`src/rtl/game_pkg.sv`:
```
// Shared types and default frame constants for the level status logic.
package game_pkg;

    typedef enum logic [2:0] {
        S_WAIT  = 3'd0,
        S_PLAY  = 3'd1,
        S_DOORS = 3'd2,
        S_DYING = 3'd3,
        S_OVER  = 3'd4,
        S_WIN   = 3'd5
    } level_state_t;

    typedef logic [1:0] death_cause_t;

    localparam death_cause_t CAUSE_NONE = 2'b00;
    localparam death_cause_t CAUSE_FB   = 2'b01;
    localparam death_cause_t CAUSE_IG   = 2'b10;
    localparam death_cause_t CAUSE_BOTH = 2'b11;

    // 60 Hz frame defaults
    localparam int unsigned DEF_DEATH_FRAMES   = 60;
    localparam int unsigned DEF_DOOR_FRAMES    = 30;
    localparam int unsigned DEF_FRAMES_PER_SEC = 60;
    localparam int unsigned DEF_SEC_MAX        = 999;

    // Cause bits line up with the hazard inputs: bit 1 Icegirl, bit 0 Fireboy.
    function automatic death_cause_t cause_of(input logic fb_hz, input logic ig_hz);
        return {ig_hz, fb_hz};
    endfunction

endpackage

```
`src/rtl/frame_timer.sv`:
```
// Tick counter with clear, enable and a terminal-count pulse.
// WRAP=1: counts 0..TERM-1 and wraps to 0 on the terminal step.
// WRAP=0: counts up to TERM and holds there until cleared.
module frame_timer #(
    parameter int unsigned TERM  = 60,
    parameter bit          WRAP  = 1'b0,
    parameter int unsigned CNT_W = $clog2(TERM + 1)
) (
    input  logic             Clk,
    input  logic             Reset,
    input  logic             clr,
    input  logic             en,
    output logic [CNT_W-1:0] cnt,
    output logic             tc
);

    localparam logic [CNT_W-1:0] LAST = CNT_W'(TERM - 1);
    localparam logic [CNT_W-1:0] FULL = CNT_W'(TERM);

    logic [CNT_W-1:0] cnt_d;
    logic [CNT_W-1:0] cnt_q;

    // Next count; tc flags the enabled step that reaches TERM. Clear wins over enable.
    always_comb begin
        tc    = en && !clr && (cnt_q == LAST);
        cnt_d = cnt_q;
        if (clr) begin
            cnt_d = '0;
        end else if (en) begin
            if (cnt_q == LAST) begin
                cnt_d = WRAP ? '0 : FULL;
            end else if (cnt_q != FULL) begin
                cnt_d = cnt_q + 1'b1;
            end
        end
    end

    // Count register with synchronous reset.
    always_ff @(posedge Clk) begin
        if (Reset) begin
            cnt_q <= '0;
        end else begin
            cnt_q <= cnt_d;
        end
    end

    assign cnt = cnt_q;

endmodule

```
`src/rtl/level_status_monitor.sv`:
```
// Per-level win/lose verdicts, character freeze/respawn control and HUD level timer.
//
// state   | meaning
// --------+-----------------------------------------------------------
// S_WAIT  | idle after reset, characters frozen, waiting for revive
// S_PLAY  | level running, timer counting
// S_DOORS | both characters at their doors, counting consecutive frames
// S_DYING | hazard hit, death animation frames counting, frozen
// S_OVER  | level lost, gameover held until revive
// S_WIN   | level won, gamewin held until revive
module level_status_monitor
    import game_pkg::*;
#(
    parameter int unsigned DEATH_FRAMES   = DEF_DEATH_FRAMES,
    parameter int unsigned DOOR_FRAMES    = DEF_DOOR_FRAMES,
    parameter int unsigned FRAMES_PER_SEC = DEF_FRAMES_PER_SEC,
    parameter int unsigned SEC_MAX        = DEF_SEC_MAX
) (
    input  logic       Clk,
    input  logic       Reset,
    input  logic       frame_tick,
    input  logic       revive,
    input  logic       fb_hazard,
    input  logic       ig_hazard,
    input  logic       fb_at_door,
    input  logic       ig_at_door,
    output logic       gameover,
    output logic       gamewin,
    output logic       freeze_players,
    output logic       player_respawn,
    output logic [1:0] death_cause,
    output logic [9:0] play_seconds
);

    localparam int unsigned DEATH_W = $clog2(DEATH_FRAMES + 1);
    localparam int unsigned DOOR_W  = $clog2(DOOR_FRAMES + 1);
    localparam int unsigned FPS_W   = $clog2(FRAMES_PER_SEC + 1);
    localparam int unsigned SEC_W   = $clog2(SEC_MAX + 1);

    level_state_t state_d, state_q;

    logic         gameover_d, gameover_q;
    logic         gamewin_d, gamewin_q;
    logic         freeze_d, freeze_q;
    logic         respawn_d, respawn_q;
    death_cause_t cause_d, cause_q;

    logic               tick_live;
    logic               any_hazard;
    logic               both_door;
    logic               in_level;

    logic [DEATH_W-1:0] death_cnt;
    logic               death_tc;
    logic [DOOR_W-1:0]  door_cnt;
    logic               door_tc;
    logic [FPS_W-1:0]   fps_cnt;
    logic               fps_tc;
    logic [SEC_W-1:0]   sec_cnt;
    logic               sec_tc;

    // A tick arriving together with revive belongs to the old level and is dropped.
    assign tick_live  = frame_tick && !revive;
    assign any_hazard = fb_hazard || ig_hazard;
    assign both_door  = fb_at_door && ig_at_door;
    assign in_level   = (state_q == S_PLAY) || (state_q == S_DOORS);

    // Death animation frames; only runs while dying, reset on any other state.
    frame_timer #(
        .TERM  (DEATH_FRAMES),
        .WRAP  (1'b0),
        .CNT_W (DEATH_W)
    ) u_death_timer (
        .Clk   (Clk),
        .Reset (Reset),
        .clr   (revive || (state_q != S_DYING)),
        .en    (tick_live && (state_q == S_DYING)),
        .cnt   (death_cnt),
        .tc    (death_tc)
    );

    // Consecutive both-at-door frames; any tick without both at the door restarts the run.
    frame_timer #(
        .TERM  (DOOR_FRAMES),
        .WRAP  (1'b0),
        .CNT_W (DOOR_W)
    ) u_door_timer (
        .Clk   (Clk),
        .Reset (Reset),
        .clr   (revive || !in_level || (tick_live && !both_door)),
        .en    (tick_live && in_level && !any_hazard && both_door),
        .cnt   (door_cnt),
        .tc    (door_tc)
    );

    // Frames within the current HUD second.
    frame_timer #(
        .TERM  (FRAMES_PER_SEC),
        .WRAP  (1'b1),
        .CNT_W (FPS_W)
    ) u_fps_timer (
        .Clk   (Clk),
        .Reset (Reset),
        .clr   (revive),
        .en    (tick_live && in_level),
        .cnt   (fps_cnt),
        .tc    (fps_tc)
    );

    // Elapsed level seconds, saturating; the saturation pulse itself has no consumer.
    frame_timer #(
        .TERM  (SEC_MAX),
        .WRAP  (1'b0),
        .CNT_W (SEC_W)
    ) u_sec_timer (
        .Clk   (Clk),
        .Reset (Reset),
        .clr   (revive),
        .en    (fps_tc),
        .cnt   (sec_cnt),
        .tc    (sec_tc)
    );

    // State register.
    always_ff @(posedge Clk) begin
        if (Reset) begin
            state_q <= S_WAIT;
        end else begin
            state_q <= state_d;
        end
    end

    // Next-state logic; revive overrides everything, hazard beats the door on the same tick.
    always_comb begin
        state_d = state_q;
        if (revive) begin
            state_d = S_PLAY;
        end else begin
            case (state_q)
                S_WAIT: state_d = S_WAIT;
                S_PLAY: begin
                    if (tick_live) begin
                        if (any_hazard) begin
                            state_d = S_DYING;
                        end else if (both_door) begin
                            state_d = door_tc ? S_WIN : S_DOORS;
                        end
                    end
                end
                S_DOORS: begin
                    if (tick_live) begin
                        if (any_hazard) begin
                            state_d = S_DYING;
                        end else if (both_door) begin
                            state_d = door_tc ? S_WIN : S_DOORS;
                        end else begin
                            state_d = S_PLAY;
                        end
                    end
                end
                S_DYING: begin
                    if (death_tc) begin
                        state_d = S_OVER;
                    end
                end
                S_OVER:  state_d = S_OVER;
                S_WIN:   state_d = S_WIN;
                default: state_d = S_WAIT;
            endcase
        end
    end

    // Output decode from the upcoming state so every output is a plain register.
    always_comb begin
        gameover_d = (state_d == S_OVER);
        gamewin_d  = (state_d == S_WIN);
        freeze_d   = !((state_d == S_PLAY) || (state_d == S_DOORS));
        respawn_d  = revive;
        cause_d    = cause_q;
        if (revive) begin
            cause_d = CAUSE_NONE;
        end else if (in_level && (state_d == S_DYING)) begin
            cause_d = cause_of(fb_hazard, ig_hazard);
        end
    end

    // Output registers; frozen with no verdict out of reset.
    always_ff @(posedge Clk) begin
        if (Reset) begin
            gameover_q <= 1'b0;
            gamewin_q  <= 1'b0;
            freeze_q   <= 1'b1;
            respawn_q  <= 1'b0;
            cause_q    <= CAUSE_NONE;
        end else begin
            gameover_q <= gameover_d;
            gamewin_q  <= gamewin_d;
            freeze_q   <= freeze_d;
            respawn_q  <= respawn_d;
            cause_q    <= cause_d;
        end
    end

    // Invariants: verdicts exclusive, counters stay within their terminal values.
    always @(posedge Clk) begin
        if (!Reset) begin
            assert (!(gameover_q && gamewin_q));
            assert (32'(death_cnt) <= DEATH_FRAMES);
            assert (32'(door_cnt) <= DOOR_FRAMES);
            assert (32'(fps_cnt) < FRAMES_PER_SEC);
            assert (!(sec_tc && (state_q == S_WAIT)));
        end
    end

    assign gameover       = gameover_q;
    assign gamewin        = gamewin_q;
    assign freeze_players = freeze_q;
    assign player_respawn = respawn_q;
    assign death_cause    = cause_q;
    assign play_seconds   = 10'(sec_cnt);

endmodule

```
`config.mk`:
```
export PLATFORM = sky130hd
export DESIGN_NAME = level_status_monitor
export DESIGN_NICKNAME = d
export VERILOG_FILES = /design/src/rtl/game_pkg.sv /design/src/rtl/frame_timer.sv /design/src/rtl/level_status_monitor.sv
export SDC_FILE = /design/constraint.sdc
export NUM_CORES = 1
export LEC_CHECK = 0
export ABC_AREA = 0
export CAP_MARGIN = 10
export CORE_MARGIN = 2
export CORE_UTILIZATION = 57
export CTS_BUF_LIST = sky130_fd_sc_hd__clkbuf_16
export CTS_CLUSTER_SIZE = 40
export DETAILED_ROUTE_END_ITERATION = 16
export DONT_BUFFER_PORTS = 1
export PLACE_DENSITY = 0.72
export SETUP_SLACK_MARGIN = 0.02
export SLEW_MARGIN = 25
export SYNTH_ARGS = -nofsm -noshare
export SYNTH_HDL_FRONTEND = slang
export SYNTH_SLANG_ARGS = --single-unit
```
`constraint.sdc`:
```
create_clock -name Clk -period 5.1 [get_ports Clk]
set_input_delay 1.02 -clock Clk [delete_from_list [all_inputs] [get_ports Clk]]
set_output_delay 1.02 -clock Clk [all_outputs]
set_load 0.01 [all_outputs]
```
==> flow_summary_export.csv <==
group,metric,value,unit
status,run_status,"completed",
clock_tree,cts.clk_slew.worst_paths,60,ps
sta,relSlewSlack,58.5,%
synthesis,yosys.area.top_type,"dfxtp_1",
worst_setup_path,path_cells,"or4bb_1, nor4_1, a311o_2, nand2_1, nor4_1, and2_2",
worst_setup_path,critPathCaptureType,"register",
worst_setup_path,cpLargestDelayFamily,"simple AND/OR/NAND/NOR gates",
sta,share_of_the_clock_period_used_by_the_worst_path,51.0,%
synthesis,synth_edf_count,0,
pwr,cellPowerDensity,303,nW/um2
clock_tree,cts_setup_buffers,0,
synthesis,syn_area,1970,um2
sta,timing.final.setup_violations,0,
routing,postRouteAntennaNets,0,
clock_tree,cts_max_path_buffers,2,
floorplanning,die_h,62.7,um
sta,timing_max_transition_violations_final,0,
worst_setup_path,cp_data_required_time,5320,ps
routing,post-route-drc-count,0,
worst_setup_path,critPathArrivalTime,2830,ps
clock_tree,cts_tree,"built",
global_routing,grt_max_degree,17,
routing,dr.pass1.iters,4,
pwr,static-leakage-power,0.000690,uW
sta,grt_setup_unrepaired,"no",
synthesis,cell_count_after_synthesis,228,
cells_and_area,finish.cell_count_without_fillers,276,
hold_path,hold_path.class,"register to register",
cells_and_area,ratio_of_cells_with_drive_above_1_in_the_final_layout,9.57,%
global_routing,initial_antenna_violation_count,0,
synthesis,postSynth.topFlopCell,"dfxtp_1",
global_routing,via_count_of_the_first_global_routing_pass,1638,
placement,place.detailed.hpwl,3.07,mm
worst_setup_path,crit_top_cell,"nor4_1",
worst_setup_path,worst_path_max_delay_cell,"or4bb_1",
cells_and_area,utilization,64.5,%
worst_setup_path,worstPathMaxFanout,5,
floorplanning,ports_placed_on_the_boundary,24,
cells_and_area,multi_input_area,1170,um2
worst_setup_path,worstSetupStartpointType,"input port",
synthesis,yosysMostFrequentCell,"dfxtp_1",
clock_tree,postCtsResizedCells,0,
placement,placed_cells,268,
sta,timing.clock.skew,7.36,ps
sta,measured_slew_at_the_worst_slew_check_pin,620,ps
synthesis,synth.avg_cell_area,8.63,um2
cells_and_area,layout-area-overhead-vs-synth,9.48,%
floorplanning,floorplan.initialDensity,58.9,%
cells_and_area,fill_cells,282,
floorplanning,placement_rows,21,
cells_and_area,num_antenna_cells,0,
routing,dr.first_iter.drc_count,129,
routing,wl_per_cell,15.3,um
clock_tree,cts_inserted_buffers,5,
clock_tree,cts.htree.levels,2,
placement,finalWeightedCongestion,0.888,
worst_setup_path,timing.setup.critical_path_class,"input port to register",
synthesis,ys_types,51,
floorplanning,die_area,3940,um2
synthesis,synth-seq-cells,36,
global_routing,grt_usage,22.9,%
clock_tree,clock_root_buffer,"clkbuf_16",
clock_tree,cts-hold-fix-buffers,0,
worst_setup_path,critical_path.n_buffers_inverters,0,
sta,post_layout_min_period,2600,ps
floorplanning,floorplan.core_area,3340,um2
flow_run,max_cap_violations,0,
routing,detail_route.vias_per_cell,6.04,
global_routing,grt_pass1_wl,7.15,mm
cells_and_area,regArea,721,um2
synthesis,synth_nets,246,
synthesis,synth.top_cell.area_share,36.6,%
routing,drt_wl_total,4.21,mm
sta,setup-tns-final,0,ps
clock_tree,clkLatencyLatePin,280,ps
synthesis,async_reset_ff_share,0,%
cells_and_area,final_area,2150,um2
placement,number_of_buffer_cells_added_on_primary_ports,0,
global_routing,grt.overflow.total,0,
routing,routed-via-count,1666,
worst_setup_path,critPathMaxStageDelay,610,ps
sta,timing.fmax,0.384,GHz
synthesis,synth_seq_area_share,36.6,%
cells_and_area,fin_nets,247,
floorplanning,die_width,62.7,um
pwr,vdd_ir_drop_max,0.188,mV
placement,place_area,1990,um2
synthesis,ys_top_cells_by_area,"dfxtp_1, ha_1, nor2_1",
clock_tree,clock-sinks,36,
synthesis,synth_warnings,0,
sta,number_of_failing_hold_endpoints_at_the_final_stage,0,
synthesis,top_cells_by_count_synth,"dfxtp_1, nor2_1, nand2_1",
sta,finalHoldWorstSlack,501,ps
layout make-up:
type | instances | area share, %
multi-input combinational | 177 | 54.5
sequential | 36 | 33.5
clock buffer | 5 | 5.81
inverter | 9 | 1.57
clock inverter | 3 | 1.98
tap | 46 | 2.67
metrics by stage:
| step | power (uW) | worst slack, ps |
|---|---|---|
| 2_1_floorplan | 310 | 2490 |
| 3_3_place_gp | 312 | 2400 |
| 3_5_place_dp | 313 | 2270 |
| 4_1_cts | 657 | 2540 |
| 5_1_grt | 671 | 2380 |
| 6_report | 652 | 2500 |
layer usage:
| metal | vias up | track usage [%] | wire length (um) |
|---|---|---|---|
| met4 | 0 | 12.5 | 123 |
| met2 | 65 | 38.2 | 2000 |
| met3 | 14 | 6.49 | 282 |
| met5 | - | 0 | 0 |
| met1 | 768 | 26.3 | 1810 |
| li1 | 819 | - | - |
path summary, 6_finish.rpt:
kind / startpoint / end / slack [ps] / cells past startpoint
setup / recovery: fb_hazard / gameover$_SDFF_PP0_ / 2500 / 6
setup reg to reg: state_q[1]$_SDFF_PP0_ / death_cause[1]$_SDFFE_PP0P_ / 2780 / 7
hold reg to reg: u_door_timer.cnt[4]$_SDFFE_PP0P_ / u_door_timer.cnt[4]$_SDFFE_PP0P_ / 500 / 1
hold / removal: u_door_timer.cnt[4]$_SDFFE_PP0P_ / u_door_timer.cnt[4]$_SDFFE_PP0P_ / 500 / 1
sequential cells by signal, summed over array words and instances, names as in the netlist:
signal             cells
death_cause            2
freeze_players         1
gameover               1
gamewin                1
player_respawn         1
state_q                3
u_death_timer.cnt      6
u_door_timer.cnt       5
u_fps_timer.cnt        6
u_sec_timer.cnt       10
kinds of logic after synthesis:
family	after synthesis	share of synthesized area, %
muxes	2	1.02
xor gates and xnor gates	16	7.12
DFF	36	36.6
buffers and inverters	15	3.69
adders and majority gates	10	6.36
AOI/OAI and AO/OA	36	12.5
and+or+nand+nor	113	32.6
worst reg2reg max path: cells and delay by family (launching register included):
| kind | cells | cell delay (ps) |
|---|---|---|
| compound gates | 4 | 710 |
| flops | 1 | 470 |
| fa+ha+maj | 1 | 330 |
| simple gates | 1 | 550 |
| buf+inv | 1 | 130 |
power by group:
part | total, uW | switching, uW | internal [uW] | leakage [uW]
combinational | 21.7 | 13.0 | 8.73 | 0.000320
sequential | 285 | 2.19 | 283 | 0.000291
clock | 345 | 116 | 229 | 0.0000798
cell usage in the layout, fill, tap and decap left out, types with 2 or more instances in the layout:
master      n
nand4_1    11
or2_2       4
o22ai_1     3
a21oi_1     8
a31oi_1     2
a211oi_1    3
nor4_1      4
or3_1       4
nand3_1     7
nand2b_1    6
nor3_1      6
nand2_1    13
or4_1       2
xor2_1     12
and3_1      4
o21ai_0     6
nor2_1     33
dfxtp_1    36
xnor2_1     4
mux2i_1     2
o211ai_1    2
ha_1       10
inv_1       9
nor2b_1     4
nor3b_1     2
a21boi_0    2
clkbuf_16   5
o31ai_1     2
(Power assumes the default switching activity.)
